File: src/rtl/pwm_ctrl_pkg.sv
// ---------------------------------------------------------------------------
// pwm_ctrl_pkg
// Shared constants for the pwm configuration sequencer:
//   - register address map of the shadow register write port
//   - sequencer FSM state encoding (legacy localparam values + enum type)
// ---------------------------------------------------------------------------
package pwm_ctrl_pkg;

  // Shadow register address map
  localparam logic [3:0] ADDR_PSC   = 4'd0;  // prescaler (low PSC_W bits)
  localparam logic [3:0] ADDR_PER   = 4'd1;  // period (0 is rejected)
  localparam logic [3:0] ADDR_EN    = 4'd2;  // channel enable mask (low N_CH bits)
  localparam logic [3:0] ADDR_DUTY0 = 4'd3;  // duty of channel 0; channel i at ADDR_DUTY0+i

  // FSM encodings kept as plain constants so older code can keep comparing raw values
  localparam logic [1:0] ST_IDLE    = 2'd0;
  localparam logic [1:0] ST_PENDING = 2'd1;
  localparam logic [1:0] ST_COMMIT  = 2'd2;

  typedef enum logic [1:0] {
    IDLE    = ST_IDLE,
    PENDING = ST_PENDING,
    COMMIT  = ST_COMMIT
  } pwm_state_e;

endpackage : pwm_ctrl_pkg

File: src/rtl/pwm_duty_ramp.sv
// ---------------------------------------------------------------------------
// pwm_duty_ramp
// Per-channel live duty register.
//
// Optional feature macro: PWM_CTRL_RAMP_EN
//   defined   : a commit loads a target; the live duty walks toward it by
//               RAMP_STEP on every period end (enabled channels only),
//               saturating at the target. Channels being committed with
//               enable 0 jump straight to the target.
//   undefined : a commit loads the live duty directly; no target register.
//
// Ports
//   clk        system clock
//   rstn       asynchronous active-low reset
//   load_i     commit strobe (one cycle)
//   load_val_i already clamped duty value to commit
//   load_en_i  channel enable value being committed alongside
//   en_i       current live channel enable
//   step_i     period end pulse from the pwm core
//   duty_o     live duty
//   busy_o     live duty has not yet reached its target
// ---------------------------------------------------------------------------
module pwm_duty_ramp #(
  parameter int CNT_W     = 16,
  parameter int RAMP_STEP = 1
) (
  input  logic             clk,
  input  logic             rstn,
  input  logic             load_i,
  input  logic [CNT_W-1:0] load_val_i,
  input  logic             load_en_i,
  input  logic             en_i,
  input  logic             step_i,
  output logic [CNT_W-1:0] duty_o,
  output logic             busy_o
);

`ifdef PWM_CTRL_RAMP_EN

  localparam logic [CNT_W-1:0] STEP = CNT_W'(RAMP_STEP);

  logic [CNT_W-1:0] duty_reg, duty_next;
  logic [CNT_W-1:0] target_reg, target_next;

  always_comb begin
    duty_next   = duty_reg;
    target_next = target_reg;
    if (load_i) begin
      // A commit retargets from wherever the live value currently is.
      target_next = load_val_i;
      if (!load_en_i) begin
        duty_next = load_val_i;
      end
    end else if (!en_i) begin
      duty_next = target_reg;
    end else if (step_i) begin
      // Compare the remaining distance with the step so the walk never overshoots.
      if (duty_reg < target_reg) begin
        duty_next = ((target_reg - duty_reg) <= STEP) ? target_reg : duty_reg + STEP;
      end else if (duty_reg > target_reg) begin
        duty_next = ((duty_reg - target_reg) <= STEP) ? target_reg : duty_reg - STEP;
      end
    end
  end

  always_ff @(posedge clk or negedge rstn) begin
    if (!rstn) begin
      duty_reg   <= '0;
      target_reg <= '0;
    end else begin
      duty_reg   <= duty_next;
      target_reg <= target_next;
    end
  end

  assign duty_o = duty_reg;
  assign busy_o = en_i && (duty_reg != target_reg);

`else

  logic [CNT_W-1:0] duty_reg;

  always_ff @(posedge clk or negedge rstn) begin
    if (!rstn) begin
      duty_reg <= '0;
    end else if (load_i) begin
      duty_reg <= load_val_i;
    end
  end

  assign duty_o = duty_reg;
  assign busy_o = 1'b0;

  // Ramp-only inputs; kept on the port list so the top wiring is build-independent.
  logic unused_ok;
  assign unused_ok = ^{load_en_i, en_i, step_i, RAMP_STEP[0]};

`endif

endmodule : pwm_duty_ramp

File: src/rtl/pwm_ctrl.sv
// ---------------------------------------------------------------------------
// pwm_ctrl
// Configuration sequencer for the N_CH-channel pwm core. Register writes fill
// shadow registers; a commit copies them into the live configuration, waiting
// for a period boundary when any channel is running so no period is glitched.
//
// Optional feature macro: PWM_CTRL_RAMP_EN (duty ramping, see pwm_duty_ramp)
//
// Ports
//   clk           system clock
//   rstn          asynchronous active-low reset
//   cfg_valid_i   write request
//   cfg_ready_o   write accepted when valid & ready (high only in IDLE)
//   cfg_addr_i    shadow register address
//   cfg_data_i    write data
//   cfg_commit_i  single-cycle commit request
//   period_end_i  one-cycle pulse from the pwm core at each period end
//   enable_o      live channel enables
//   prescaler_o   live prescaler
//   pwm_period_o  live period
//   duty_cycle_o  live duties, channel i at [i*CNT_W +: CNT_W]
//   busy_o        commit pending or duty ramp in progress
//   err_o         one-cycle pulse the cycle after a rejected write
// ---------------------------------------------------------------------------
module pwm_ctrl
  import pwm_ctrl_pkg::*;
#(
  parameter int N_CH      = 3,
  parameter int CNT_W     = 16,
  parameter int PSC_W     = 8,
  parameter int RAMP_STEP = 1
) (
  input  logic                  clk,
  input  logic                  rstn,
  input  logic                  cfg_valid_i,
  output logic                  cfg_ready_o,
  input  logic [3:0]            cfg_addr_i,
  input  logic [CNT_W-1:0]      cfg_data_i,
  input  logic                  cfg_commit_i,
  input  logic                  period_end_i,
  output logic [N_CH-1:0]       enable_o,
  output logic [PSC_W-1:0]      prescaler_o,
  output logic [CNT_W-1:0]      pwm_period_o,
  output logic [N_CH*CNT_W-1:0] duty_cycle_o,
  output logic                  busy_o,
  output logic                  err_o
);

  pwm_state_e state_reg, state_next;

  // Shadow registers
  logic [PSC_W-1:0] psc_sh_reg;
  logic [CNT_W-1:0] per_sh_reg;
  logic [N_CH-1:0]  en_sh_reg;

  // Live registers (duties live inside the per-channel ramp instances)
  logic [PSC_W-1:0] psc_reg;
  logic [CNT_W-1:0] per_reg;
  logic [N_CH-1:0]  en_reg;
  logic             err_reg;

  logic [N_CH-1:0]  ramp_busy;

  // Write decode
  logic wr_fire;
  logic is_psc, is_per, is_en, is_duty;
  logic wr_bad, wr_ok;
  logic commit_load;

  assign cfg_ready_o = (state_reg == IDLE);
  assign wr_fire     = cfg_valid_i && cfg_ready_o;

  assign is_psc  = (cfg_addr_i == ADDR_PSC);
  assign is_per  = (cfg_addr_i == ADDR_PER);
  assign is_en   = (cfg_addr_i == ADDR_EN);
  assign is_duty = (cfg_addr_i >= ADDR_DUTY0) && (cfg_addr_i < ADDR_DUTY0 + 4'(N_CH));

  // A zero period would stall the pwm counter, so it is rejected like a bad address.
  assign wr_bad = !(is_psc || is_per || is_en || is_duty) || (is_per && (cfg_data_i == '0));
  assign wr_ok  = wr_fire && !wr_bad;

  assign commit_load = (state_reg == COMMIT);

  // Sequencer FSM
  always_comb begin
    state_next = state_reg;
    case (state_reg)
      IDLE: begin
        if (cfg_commit_i) begin
          // Nothing running means there is no period to protect: load right away.
          state_next = (en_reg == '0) ? COMMIT : PENDING;
        end
      end
      PENDING: begin
        if (period_end_i) begin
          state_next = COMMIT;
        end
      end
      COMMIT:  state_next = IDLE;
      default: state_next = IDLE;
    endcase
  end

  always_ff @(posedge clk or negedge rstn) begin
    if (!rstn) begin
      state_reg <= IDLE;
      err_reg   <= 1'b0;
    end else begin
      state_reg <= state_next;
      err_reg   <= wr_fire && wr_bad;
    end
  end

  // Shadow register writes (only possible in IDLE, so shadows are stable through COMMIT)
  always_ff @(posedge clk or negedge rstn) begin
    if (!rstn) begin
      psc_sh_reg <= '0;
      per_sh_reg <= '0;
      en_sh_reg  <= '0;
    end else if (wr_ok) begin
      if (is_psc) psc_sh_reg <= cfg_data_i[PSC_W-1:0];
      if (is_per) per_sh_reg <= cfg_data_i;
      if (is_en)  en_sh_reg  <= cfg_data_i[N_CH-1:0];
    end
  end

  // Live register load
  always_ff @(posedge clk or negedge rstn) begin
    if (!rstn) begin
      psc_reg <= '0;
      per_reg <= '0;
      en_reg  <= '0;
    end else if (commit_load) begin
      psc_reg <= psc_sh_reg;
      per_reg <= per_sh_reg;
      en_reg  <= en_sh_reg;
    end
  end

  // Per-channel duty shadow, clamp and live/ramp register
  for (genvar gi = 0; gi < N_CH; gi++) begin : g_ch
    logic [CNT_W-1:0] duty_sh_reg;
    logic [CNT_W-1:0] duty_clamped;

    always_ff @(posedge clk or negedge rstn) begin
      if (!rstn) begin
        duty_sh_reg <= '0;
      end else if (wr_ok && (cfg_addr_i == ADDR_DUTY0 + 4'(gi))) begin
        duty_sh_reg <= cfg_data_i;
      end
    end

    // Clamp only the value being loaded; the shadow keeps what software wrote.
    assign duty_clamped = (duty_sh_reg > per_sh_reg) ? per_sh_reg : duty_sh_reg;

    pwm_duty_ramp #(
      .CNT_W     (CNT_W),
      .RAMP_STEP (RAMP_STEP)
    ) u_duty_ramp (
      .clk        (clk),
      .rstn       (rstn),
      .load_i     (commit_load),
      .load_val_i (duty_clamped),
      .load_en_i  (en_sh_reg[gi]),
      .en_i       (en_reg[gi]),
      .step_i     (period_end_i),
      .duty_o     (duty_cycle_o[gi*CNT_W +: CNT_W]),
      .busy_o     (ramp_busy[gi])
    );
  end

  assign enable_o     = en_reg;
  assign prescaler_o  = psc_reg;
  assign pwm_period_o = per_reg;
  assign busy_o       = (state_reg == PENDING) || (ramp_busy != '0);
  assign err_o        = err_reg;

endmodule : pwm_ctrl

File: config.mk
export PLATFORM = sky130hd
export DESIGN_NAME = pwm_ctrl
export DESIGN_NICKNAME = d
export VERILOG_FILES = /design/src/rtl/pwm_ctrl_pkg.sv /design/src/rtl/pwm_duty_ramp.sv /design/src/rtl/pwm_ctrl.sv
export SDC_FILE = /design/constraint.sdc
export NUM_CORES = 1
export LEC_CHECK = 0
export BUFFER_PORTS_ARGS = -buffer_cell sky130_fd_sc_hd__buf_2
export CAP_MARGIN = 10
export CORE_ASPECT_RATIO = 1.25
export CORE_MARGIN = 2
export CORE_UTILIZATION = 63
export CTS_CLUSTER_DIAMETER = 30
export DETAILED_ROUTE_END_ITERATION = 6
export HOLD_SLACK_MARGIN = 0.15
export PLACE_DENSITY = 0.82
export SETUP_SLACK_MARGIN = 0.02
export SLEW_MARGIN = 20
export SYNTH_ARGS = -nofsm -noshare
export SYNTH_HDL_FRONTEND = slang
export SYNTH_HIERARCHICAL = 1
export SYNTH_SLANG_ARGS = --single-unit
File: constraint.sdc
create_clock -name clk -period 5.9 [get_ports clk]
set_input_delay 1.18 -clock clk [delete_from_list [all_inputs] [get_ports clk]]
set_output_delay 1.18 -clock clk [all_outputs]
set_load 0.02 [all_outputs]
# Word-level counts from Yosys, hierarchy flattened
# Index checks and enable logic that the tools add are counted.
# op_classes
magnitude_cmp	5
eq_ne	9
muxes	7
reduce_logical	22
# op_table
operator	count
$gt A16 B16 Y1	3
$mux W16	3
$logic_not A16 Y1	1
$eq A4 B2 Y1 const B	2
$eq A4 B3 Y1 const B	2
$logic_and A1 B1 Y1	8
$reduce_and A2 Y1	4
$mux W2	3
$eq A4 B1 Y1 const B	1
$ge A4 B2 Y1 const B	1
$logic_not A4 Y1	1
$logic_or A1 B1 Y1	4
$lt A4 B3 Y1 const B	1
$pmux W2 S2	1
$logic_not A3 Y1	1
$eq A2 B1 Y1 const B	1
$eq A2 B2 Y1 const B	1
$logic_not A1 Y1	2
$logic_not A2 Y1	1
$ne A2 B1 Y1 const B	1
$ne A2 B2 Y1 const B	1
# word_totals
regBits	153
out_inout_bits	78
word_cells	57

# Logic depth before layout (Yosys ltp)
# logic_depth
ltp_word	9
ltp_mapped	10

# Modules after synthesis
# The synthesis kept the hierarchy.
# by_module_without_submodules
module	instances	cells_per_inst	area_each_um2
pwm_ctrl	1	620	6587.6
pwm_duty_ramp	3	36	660.6

# Worst setup path after synthesis
# Ideal clock, no wire load.
# synth_timing
kind	input-to-reg
from	input cfg_data_i[3]
to	register per_sh_reg[10]
setup_ns	0.128
arrival_time_ns	2.408
required_time_ns	5.772
setup_slack_ns	3.364
cell_stages	6
n_path_buf	1
path_cell_list	nor4_1 > and3_1 > nand4_1 > nand3_2 > buf_2 > mux2_1
# synth_via
elab_chain_cells	6
# synth_lines
element	line	rtl
start: declaration	pwm_ctrl.sv:38	input logic [CNT_W-1:0] cfg_data_i,
$logic_not A16 Y1	pwm_ctrl.sv:79	assign wr_bad = !(is_psc || is_per || is_en || is_duty) || (is_per && (cfg_data_i == '0));
$logic_and A1 B1 Y1	pwm_ctrl.sv:79	
$logic_or A1 B1 Y1	pwm_ctrl.sv:79	
$logic_not A1 Y1	pwm_ctrl.sv:80	assign wr_ok = wr_fire && !wr_bad;
$logic_and A1 B1 Y1	pwm_ctrl.sv:80	
$reduce_and A2 Y1 (no line)	-	
end signal: assignment	pwm_ctrl.sv:122	if (is_per) per_sh_reg <= cfg_data_i;
end: declaration	pwm_ctrl.sv:53	logic [CNT_W-1:0] per_sh_reg;
# Every way passes these cells.
# A chain may end at the register's enable or synchronous reset.

# Worst setup path after layout
# layout_timing
from	register per_sh_reg[15]
to	register g_ch[2].u_duty_ramp.duty_reg[13]
# layout_via
elab_chain_cells	2
# layout_lines
element	line	rtl
$gt A16 B16 Y1	pwm_ctrl.sv:154	assign duty_clamped = (duty_sh_reg > per_sh_reg) ? per_sh_reg : duty_sh_reg;
$mux W16	pwm_ctrl.sv:154	
net g_ch[2].duty_clamped[13]	pwm_ctrl.sv:143	logic [CNT_W-1:0] duty_clamped;
end signal: assignment	pwm_duty_ramp.sv:87	duty_reg <= load_val_i;
end: declaration	pwm_duty_ramp.sv:81	logic [CNT_W-1:0] duty_reg;
# The timed path passes the listed nets, and every way through them passes these cells.

==> impl_metrics.env <==
export IMPL_hold_worst_slack_ns=0.4793
export IMPL_clk_latency_ns=0.44
export IMPL_fmax_ghz=0.2853
export IMPL_diodes=0
export IMPL_routed_wl_um=23880
export IMPL_final_hold_viol_count=0
export IMPL_yosysTopAreaCellShare_pct=44.68
export IMPL_worstHoldEndpoint="pwm_period_o[5]$_DFFE_PN0P_"
export IMPL_row_count=47
export IMPL_critPathCaptureType="register"
export IMPL_syn_cell_area_um2=8569
export IMPL_yosysWarnings=6
export IMPL_die_w_um=108.3
export IMPL_core_region_area_um2=13290
export IMPL_ys_types=48
export IMPL_vias=6713
export IMPL_cts_buffer_depth=2
export IMPL_cts_hold_buf=0
export IMPL_vdd_drop_max_v=0.0003868
export IMPL_track_usage_pct=34.07
export IMPL_worst_path_max_delay_cell="nor4_4"
export IMPL_syn2layout_area_growth_pct=11.88
export IMPL_ant_nets=0
export IMPL_ys_seq_area_share_pct=44.68
export IMPL_final_core_util_pct=72.14
export IMPL_drt_iter0_drc=653
export IMPL_critPathArrivalTime_ns=3.82
export IMPL_crit_buf_inv=1
export IMPL_yosys_area_top_type="dfrtp_1"
export IMPL_fin_crit_sh_pct=59.42
export IMPL_slew_headroom_pct=24.56
export IMPL_hp_start="pwm_period_o[5]$_DFFE_PN0P_"
export IMPL_yosys_top_cells_area="dfrtp_1 45%, mux2_2 13%, ha_1 7.0%"
export IMPL_syn_inst=728
export IMPL_p_per_area_nw_per_um2=650.2
export IMPL_path_cells="inv_1 > ha_1 > nand4_4 > nor4_4 > nand2_2 > o311ai_1 > nand3_1 > mux2_2"
export IMPL_cts_resized=0
export IMPL_timing_setup_tns_ns=0
export IMPL_setup_slack_ns=2.394
export IMPL_finalSetupViolCount=0
export IMPL_vias_per_cell=6.760
export IMPL_grt_pass1_vias=6574
export IMPL_worst_pin_slew_ns=1.125
export IMPL_synth_seq_cells=153
export IMPL_skew_ns=0.008948
export IMPL_initial_core_util_pct=64.48
export IMPL_wl_per_cell_um=24.05
export IMPL_p_leak_uw=0.004523
export IMPL_die_area_um2=14560
export IMPL_syn_nets=801
export IMPL_hpwl_um=16560
export IMPL_reg2reg_depth=8
export IMPL_first_pass_iters=6
export IMPL_hp_class="reg2reg"
export IMPL_gr_total_overflow=0
export IMPL_path_clk_slew_ns=0.06
export IMPL_gp_congestion=0.9794
export IMPL_r2r_start="per_sh_reg[15]$_DFFE_PN0P_"
export IMPL_rr_endpoint="g_ch[2].u_duty_ramp/duty_o[13]$_DFFE_PN0P_"
export IMPL_tritoncts_num_buffers=17
export IMPL_status="finished clean"
export IMPL_die_h_um=134.4
export IMPL_worst_setup_path_type="reg2reg"
export IMPL_drv_cap=0
export IMPL_h_tree_depth=4
export IMPL_drc=0
export IMPL_cts_setup_buffers=0
export IMPL_hold_path_depth=2
export IMPL_cts_root_buf="clkbuf_16"
export IMPL_crit_path_start_kind="register"
export IMPL_crit_fanout=18
export IMPL_grt_pass1_wl_um=37130
export IMPL_cts_sinks=153
export IMPL_antenna_found_initial=0
export IMPL_reg2reg_slack_ns=2.39
export IMPL_drive_gt1_share_pct=35.77
export IMPL_drv_slew=0
export IMPL_io_buffers=102
export IMPL_rsz0062_at_grt="false"
export IMPL_fillers=935
export IMPL_crit_required_ns=6.22
export IMPL_cp_slowest_stage_delay_ns=0.97
export IMPL_critPathTopFamily="simple AND/OR/NAND/NOR gates"
export IMPL_grt_max_degree=102
export IMPL_ios=103
export IMPL_syn_avg_cell_area_um2=11.77
export IMPL_pre_cts_slack_ns=2.529
export IMPL_power_uw=6234
export IMPL_final_nets=882
export IMPL_cts_tree="yes"
export IMPL_period_minus_slack_ns=3.506
## how the worst max path moves through the flow
stage,startpoint,to,slack (ns),cells past startpoint
after floorplan,cfg_data_i[3],per_sh_reg[10]$_DFFE_PN0P_,3.36,6
after global placement,per_sh_reg[15]$_DFFE_PN0P_,g_ch[2].u_duty_ramp/duty_o[13]$_DFFE_PN0P_,2.53,8
after detailed placement,per_sh_reg[15]$_DFFE_PN0P_,g_ch[2].u_duty_ramp/duty_o[13]$_DFFE_PN0P_,2.53,8
after CTS,per_sh_reg[15]$_DFFE_PN0P_,g_ch[2].u_duty_ramp/duty_o[13]$_DFFE_PN0P_,2.50,8
after global routing,per_sh_reg[15]$_DFFE_PN0P_,g_ch[1].u_duty_ramp/duty_o[10]$_DFFE_PN0P_,2.26,8
final,per_sh_reg[15]$_DFFE_PN0P_,g_ch[2].u_duty_ramp/duty_o[13]$_DFFE_PN0P_,2.39,8
## cell usage after synthesis (all sizes together)
cell type and n:
o311ai 32, nor2b 2, nor3 6, nand2 40
clkbuf 20, nor4b 30, o211ai 2, nor3b 1
and3 1, nand4 9, nand3 96, mux2 151
buf 23, nand2b 5, inv 24, o21ai 25
nand3b 1, a31oi 1, a41oi 1, nor4 10
a22oi 1, or3 2, o21bai 2, a21o 3
conb 3, nor2 11, ha 48, and2 1
and4 2, dfrtp 153, o21a 2, a21oi 20
## area by class of cell
class	instances	area [um^2]	share of cell area (%)
flip-flops and latches	153	3829	39.93
inverters	24	90.09	0.9396
clock inverters	14	112.6	1.174
well taps	171	214.0	2.231
multi-input cells	508	4374	45.62
repair buffers	105	539.3	5.624
clock buffers	18	429.2	4.476
## stage by stage
stage	cells	area [um^2]
floorplan	728	8569
global placement	961	9035
detailed placement	961	9035
CTS	993	9577
global route	993	9588
finish	993	9588
## cells by family after synthesis
logic type	count (synthesis)	share of synthesized area (%)
AO/OA/AOI/OAI	89	7.534
adder cells (fa/ha/maj)	48	7.008
buffers and inverters	67	4.409
flip-flops	153	44.68
multiplexers	151	21.16
other	3	0.1314
AND/OR/NAND/NOR	217	15.08
## layer usage
metal  track usage, %  up-vias  wire, um
li1                 -     2897         -
met1            43.43     3344      9221
met2            54.96      389     11650
met3            6.706       83      1880
met4            17.59        0      1131
met5                0        -         0
## report_power, final
group / switching (uW) / internal, uW
logic: 1880 / 1380
registers: 450 / 1510
clock network: 468 / 547
## worst reg2reg max path: cells and delay by family, from the launching register on
kind,cells,cell delay [ns]
buffers and inverters,1,0.15
AND/OR/NAND/NOR,4,1.80
flip-flops,1,0.44
multiplexers,1,0.30
adder cells (fa/ha/maj),1,0.40
AO/OA/AOI/OAI,1,0.29
## cells in the final DEF (no fill, tap or decap), types with 3 or more instances in the layout
| cell | n |
|---|---|
| dfrtp_1 | 153 |
| mux2_2 | 101 |
| buf_2 | 101 |
| nand3_1 | 94 |
| ha_1 | 48 |
| nand2_1 | 38 |
| o311ai_1 | 32 |
| nor4b_1 | 30 |
| mux2_4 | 30 |
| inv_1 | 23 |
| o21ai_0 | 20 |
| mux2_1 | 20 |
| a21oi_1 | 19 |
| clkbuf_16 | 17 |
| nor2_1 | 9 |
| nand4_1 | 7 |
| inv_6 | 7 |
| nor4_1 | 6 |
| nand2b_1 | 5 |
| o21ai_2 | 4 |
| clkinvlp_4 | 4 |
| a21o_1 | 3 |
| nor3_1 | 3 |
| conb_1 | 3 |
| buf_4 | 3 |
Power figures use the tool's default switching activity.
